`src/rtl/i2s_tx.sv`:
```
// i2s_tx: Philips I2S serializer for the filtered audio stream.
// One signed 16-bit sample is latched per frame and sent on both the left
// and right channels. BCLK and LRCLK are derived from clk by a divider, and
// sticky flags report sample-rate mismatches between the filter and the frame.
module i2s_tx #(
    parameter int CLK_DIV = 4
) (
    input  logic               clk,
    input  logic               iRstN,
    input  logic               iValid,
    input  logic signed [15:0] iIn,
    input  logic               iClr,
    output logic               oBclk,
    output logic               oLrclk,
    output logic               oSdata,
    output logic               oFrameStart,
    output logic               oUnderrun,
    output logic               oOverrun
);

    logic [7:0]  div;
    logic [4:0]  slot;
    logic [15:0] hold;
    logic        fresh;
    logic [31:0] frame;

    logic        bclkTick;
    logic        shiftEvent;
    logic        frameLoad;
    logic [4:0]  slotNext;
    logic [4:0]  bitIdx;
    logic        setUnderrun;
    logic        setOverrun;

    // Decode the divider and slot state into the events of this cycle.
    // bitIdx = 32 - slotNext (mod 32): slot 1 sends frame[31], slot 31 sends
    // frame[1], and slot 0 sends frame[0] of the frame being replaced.
    always_comb begin
        bclkTick    = (div == 8'(CLK_DIV - 1));
        shiftEvent  = bclkTick && oBclk;
        slotNext    = slot + 5'd1;
        frameLoad   = shiftEvent && (slot == 5'd31);
        bitIdx      = 5'd0 - slotNext;
        setUnderrun = frameLoad && !fresh;
        setOverrun  = iValid && fresh && !frameLoad;
    end

    // Divider that sets the BCLK half-period and toggles the bit clock.
    always_ff @(posedge clk or negedge iRstN) begin
        if (!iRstN) begin
            div   <= 8'd0;
            oBclk <= 1'b0;
        end else if (bclkTick) begin
            div   <= 8'd0;
            oBclk <= ~oBclk;
        end else begin
            div <= div + 8'd1;
        end
    end

    // Slot counter advancing on every BCLK falling edge, 32 slots per frame.
    always_ff @(posedge clk or negedge iRstN) begin
        if (!iRstN) begin
            slot <= 5'd31;
        end else if (shiftEvent) begin
            slot <= slotNext;
        end
    end

    // Holding register and fresh flag; a coincident load leaves the new sample
    // pending for the next frame.
    always_ff @(posedge clk or negedge iRstN) begin
        if (!iRstN) begin
            hold  <= 16'd0;
            fresh <= 1'b0;
        end else if (iValid) begin
            hold  <= iIn;
            fresh <= 1'b1;
        end else if (frameLoad) begin
            fresh <= 1'b0;
        end
    end

    // Frame register plus registered word select and serial data, which move
    // together on BCLK falling edges.
    always_ff @(posedge clk or negedge iRstN) begin
        if (!iRstN) begin
            frame       <= 32'd0;
            oLrclk      <= 1'b1;
            oSdata      <= 1'b0;
            oFrameStart <= 1'b0;
        end else begin
            oFrameStart <= frameLoad;
            if (frameLoad) begin
                frame <= {hold, hold};
            end
            if (shiftEvent) begin
                oLrclk <= slotNext[4];
                oSdata <= frame[bitIdx];
            end
        end
    end

    // Sticky error flags; a new set event takes priority over a clear.
    always_ff @(posedge clk or negedge iRstN) begin
        if (!iRstN) begin
            oUnderrun <= 1'b0;
            oOverrun  <= 1'b0;
        end else begin
            if (setUnderrun) begin
                oUnderrun <= 1'b1;
            end else if (iClr) begin
                oUnderrun <= 1'b0;
            end
            if (setOverrun) begin
                oOverrun <= 1'b1;
            end else if (iClr) begin
                oOverrun <= 1'b0;
            end
        end
    end

endmodule
```
`config.mk`:
```
export PLATFORM = sky130hd
export DESIGN_NAME = i2s_tx
export DESIGN_NICKNAME = d
export VERILOG_FILES = /design/src/rtl/i2s_tx.sv
export SDC_FILE = /design/constraint.sdc
export NUM_CORES = 1
export LEC_CHECK = 0
export ABC_AREA = 1
export CORE_UTILIZATION = 46
export DETAILED_ROUTE_END_ITERATION = 10
export PLACE_DENSITY = 0.67
export SYNTH_ARGS = -nofsm -noshare
export SYNTH_HDL_FRONTEND = slang
export SYNTH_SLANG_ARGS = --single-unit
```
`constraint.sdc`:
```
create_clock -name clk -period 2.73 [get_ports clk]
set_input_delay 0.546 -clock clk [delete_from_list [all_inputs] [get_ports clk]]
set_output_delay 0.546 -clock clk [all_outputs]
set_load 0.01 [all_outputs]
```
======== Word level (Yosys, flattened, before mapping) ========
Index checks and enable logic that the tools add are counted.
operators by class
  bitwise gates (word level) .............. 1
  divide/modulo/power cells ............... 0
  reduce and logical (&&, ||, !) cells .... 10
  multiply operators ...................... 0
  muxes and demuxes ....................... 8
  magnitude comparators ................... 1
  add/sub/neg operators ................... 3
  shift operators ......................... 0
  eq/ne operators ......................... 2
operators with widths
  kind                                                count
  adder 8 x 1 -> 8 bit, second input constant         1
  == test 8 x 2 -> 1 bit, second input constant       1
  two-way mux 8 bit                                   1
  < comparator 5 x 6 -> 1 bit, second input constant  1
  two-way mux 1 bit                                   6
  nonzero test 2 bit                                  3
  adder 5 x 1 -> 5 bit, second input constant         1
  binary-select mux 1 bit (select 5 bit)              1
  == test 5 bit, second input constant                1
  logical AND 1 bit                                   5
  subtractor 1 x 5 -> 5 bit, first input constant     1
  zero test 1 bit                                     2
  inverter 1 bit                                      1
word-level totals
  input port bits ......................... 20
  ROM bits ................................ 0
  bits in latches ......................... 0
  RAM bits ................................ 0
  output and inout bits ................... 6
  memories ................................ 0
  flip-flop bits (word level) ............. 68
  logic and storage cells ................. 36

======== Longest topological paths before layout ========
  word-level depth ........................ 6
  gate-level depth with buffers ........... 11
  depth with buffers taken out ............ 11

======== Least setup slack after synthesis ========
OpenSTA, ideal clock, no wires.
  path kind ............................... register to register
  start ................................... register slot[1]
  end ..................................... register frame[18]
  clock period less this slack ............ 1.546 ns
  stages on the path, launching flop included .. 9
  buffers on the path ..................... 1
  slack ................................... 1.184 ns
  setup time .............................. 0.116 ns
  data required time ...................... 2.614 ns
  data arrival time ....................... 1.430 ns
  path through ............................ dfstp_2 > ha_1 > inv_1 > nor3_1 > ha_1 > nand2_4 > buf_6 > nand2_1 > nand2_1
between the ends
  longest elaborated chain between the ends .. 2
ends and longest elaborated chain
  element                 line  source
  start, declared         22    logic [4:0] slot;
  start signal, assigned  66    slot <= slotNext;
  == test 5 bit           42    frameLoad = shiftEvent && (slot == 5'd31);
  logical AND 1 bit       42
  end signal, assigned    95    frame <= {hold, hold};
  end, declared           25    logic [31:0] frame;
Every way passes these cells.
A chain may end at the register's enable or synchronous reset.

======== Worst setup path after layout ========
  start ................................... register slot[0]
  end ..................................... register frame[21]
Same word-level chain as after synthesis.

==> impl_metrics.env <==
export IMPL_path_common_cell="ha_1"
export IMPL_overflow=0
export IMPL_clk_latency_ns=0.30
export IMPL_initial_core_util_pct=48.7
export IMPL_maxCapViolCount=0
export IMPL_path_cells="ha_1, inv_1, nor3_1, ha_1, nand2_4, clkinv_4, nand2_1, o21ai_2"
export IMPL_crit_end="frame[21]"
export IMPL_fillers=456
export IMPL_regToRegSetupSlack_ns=0.70
export IMPL_port_buffer_count=25
export IMPL_ctsResizeCount=0
export IMPL_finalCritPeriodShare_pct=74.3
export IMPL_yosysWarnings=0
export IMPL_grt_pass1_vias=1714
export IMPL_drc=0
export IMPL_finalClockSkew_ns=0.00621
export IMPL_row_count=25
export IMPL_slew_viol_final=0
export IMPL_path_buf_inv=2
export IMPL_rsz0062_at_grt="false"
export IMPL_antenna_cells=0
export IMPL_worst_setup_path_type="flop to flop"
export IMPL_core_mm2=0.00482
export IMPL_cts_tree="yes"
export IMPL_die_h_um=73.4
export IMPL_status="finished, final reports clean"
export IMPL_antenna_left=0
export IMPL_grt_first_pass_wirelength_um=7290
export IMPL_syn_cell_area_mm2=0.00235
export IMPL_setup_tns_ns=0
export IMPL_antenna_found_initial=0
export IMPL_peakVddDrop_mv=0.308
export IMPL_drtPass1Iterations=4
export IMPL_combPwrFrac_pct=5.1
export IMPL_worst_r2r_endpoint="frame[21]"
export IMPL_fin_util_pct=57.5
export IMPL_worst_slew_pin_slew_ns=0.436
export IMPL_reg2reg_depth=8
export IMPL_path_depth=8
export IMPL_numCtsBuffers=5
export IMPL_crit_family="flip-flops"
export IMPL_first_iter_violations=61
export IMPL_grt_max_degree=21
export IMPL_startpoint_type="flop"
export IMPL_sw_frac_of_total_pct=19.9
export IMPL_cp_max_fo=20
export IMPL_drive_gt1_share_pct=9.84
export IMPL_p_seq_share_pct=53.6
export IMPL_ys_seq_area_share_pct=54.6
export IMPL_r2r_start="slot[0]"
export IMPL_netlist_instances=287
export IMPL_cts_root_buf="clkbuf_8"
export IMPL_area_growth_pct=18.0
export IMPL_hold_path_class="input pin to async pin"
export IMPL_h_tree_depth=2
export IMPL_wl_um=3890
export IMPL_cp_data_arrival_time_ns=2.25
export IMPL_nNetsFinal=337
export IMPL_viasPerCell=4.52
export IMPL_die_w_um=73.4
export IMPL_cts_sinks=51
export IMPL_power_density_mw_per_mm2=531
export IMPL_worstPathRequired_ns=2.96
export IMPL_cp_slowest_cell="dfstp_2"
export IMPL_intPower_mw=1.18
export IMPL_ys_types=27
export IMPL_dpl_hpwl_um=2810
export IMPL_setup_violations=0
export IMPL_pwr_share_clk_pct=41.4
export IMPL_end_kind="flop"
export IMPL_power_switching_mw=0.293
export IMPL_power_mw=1.47
export IMPL_yosys_register_bits=51
export IMPL_max_stage_delay_ns=0.73
export IMPL_max_slew_margin_rel_pct=70.7
export IMPL_cts_hold_repair_buffers=0
export IMPL_cts_clk_slew_worst_paths_ns=0.09
export IMPL_leakage_nw=1.48
export IMPL_ios=26
export IMPL_hold_violations=0
export IMPL_min_period_ns=2.03
export IMPL_post_cts_buffers=0
export IMPL_fmax_mhz=493
export IMPL_grt_util_all_layers_pct=17.6
export IMPL_avgSynthCellArea_um2=8.18
export IMPL_die_area_mm2=0.00539
export IMPL_vias=1728
export IMPL_clockBufferDepth=2
export IMPL_synth_fp_nets=310
export IMPL_wl_per_cell_um=10.2
export IMPL_cp_startpoint="slot[0]"
export IMPL_place_gp_congestion=0.786
==> synth_stat cells <==
library cell  instances  area share, %
a21oi_1               1           0.21
and3_1                1           0.27
buf_12                1           0.85
buf_2                 3           0.64
buf_6                 2           0.96
clkbuf_1              2           0.32
clkinv_1              1           0.16
clkinv_4              1           0.37
dfrtp_1              46             49
dfstp_2               5            5.6
ha_1                  3            1.6
inv_1                25            4.0
inv_2                 1           0.16
inv_4                 1           0.27
nand2_1             148             24
nand2_2               1           0.27
nand2_4               2           0.96
nand3_1               7            1.5
nand3_2               1           0.43
nand4_1               2           0.53
nor2_1                6           0.96
nor2_2                2           0.53
nor2_4                1           0.48
nor3_1                3           0.64
o21ai_0              14            3.0
o21ai_2               4            1.5
xor2_1                3            1.1
==> worst reg2reg max path: stages (launching register included) <==
cell and delay, ns:
dfstp_2 0.73, ha_1 0.23, inv_1 0.06, nor3_1 0.22
ha_1 0.24, nand2_4 0.14, clkinv_4 0.18, nand2_1 0.10
o21ai_2 0.06
==> worst min path at each step <==
| stage | startpoint | to | slack, ns | depth (start not counted) |
|---|---|---|---|---|
| after floorplan | iRstN | div[0] | 0.25 | 0 |
| after global placement | div[0] | div[0] | 0.44 | 1 |
| after detailed placement | div[0] | div[0] | 0.45 | 1 |
| after CTS | iRstN | hold[5] | 0.18 | 1 |
| after global routing | iRstN | hold[5] | 0.19 | 1 |
| final | iRstN | hold[5] | 0.18 | 1 |
==> power by group through the flow <==
stage	clock, mW	combinational (mW)	sequential [mW]
2_1_floorplan	0	0.0257	0.801
3_3_place_gp	0	0.0757	0.803
3_5_place_dp	0	0.0772	0.803
4_1_cts	0.625	0.0772	0.789
5_1_grt	0.655	0.0885	0.791
6_report	0.609	0.0746	0.789
==> sequential cells by signal, summed over array words and instances, names as in the netlist <==
register	cells
oUnderrun	1
oSdata	1
frame	16
oFrameStart	1
oOverrun	1
slot	5
div	8
oBclk	1
fresh	1
hold	16
==> cells in the final DEF (no fill, tap or decap) <==
cell type / n
o21ai_2: 4
nand2_1: 148
bufinv_16: 2
dfstp_2: 5
buf_4: 3
inv_2: 1
clkinvlp_4: 1
inv_1: 25
and3_1: 1
clkinv_4: 1
nand2_4: 2
clkbuf_8: 5
ha_1: 3
dfrtp_1: 46
inv_4: 1
nand3_1: 7
xor2_1: 3
nand3_2: 1
nor2_2: 2
buf_2: 1
o21ai_0: 14
nand2_2: 1
nor2_4: 1
nor3_1: 3
clkdlybuf4s50_1: 24
clkinv_1: 1
nand4_1: 2
a21oi_1: 1
nor2_1: 6
==> cell families after synthesis <==
logic type      count (synthesis)  synth area share, %
simple gates                  174                 30.2
flops                          51                 54.6
buf+inv                        37                 7.73
compound gates                 19                 4.69
xor+xnor                        3                 1.12
fa+ha+maj                       3                 1.60
==> final cells by class <==
class,instances,area (um2),area share (%)
flip-flops and latches,51,1280,46.3
multi-input cells,199,883,31.9
repair buffers,28,268,9.67
inverters,29,116,4.20
well taps,67,83.8,3.03
clock buffers,5,68.8,2.48
clock inverters,3,67.6,2.44
==> routing by layer <==
layer  global-route usage [%]  wire length, um
met1                     22.8             1940
met2                     29.8             1820
met3                     3.43              106
met4                     5.77               29
met5                        0                0
==> stage by stage <==
stage	cell area [um2]	std cells	setup WS, ns	hold slack (ns)
floorplan	2350	287	1.18	0.250
global placement	2630	374	0.762	0.440
detailed placement	2630	374	0.705	0.452
CTS	2770	382	0.693	0.180
global route	2770	382	0.542	0.194
finish	2770	382	0.701	0.178
Note: power is estimated with default switching activity, not from simulation.
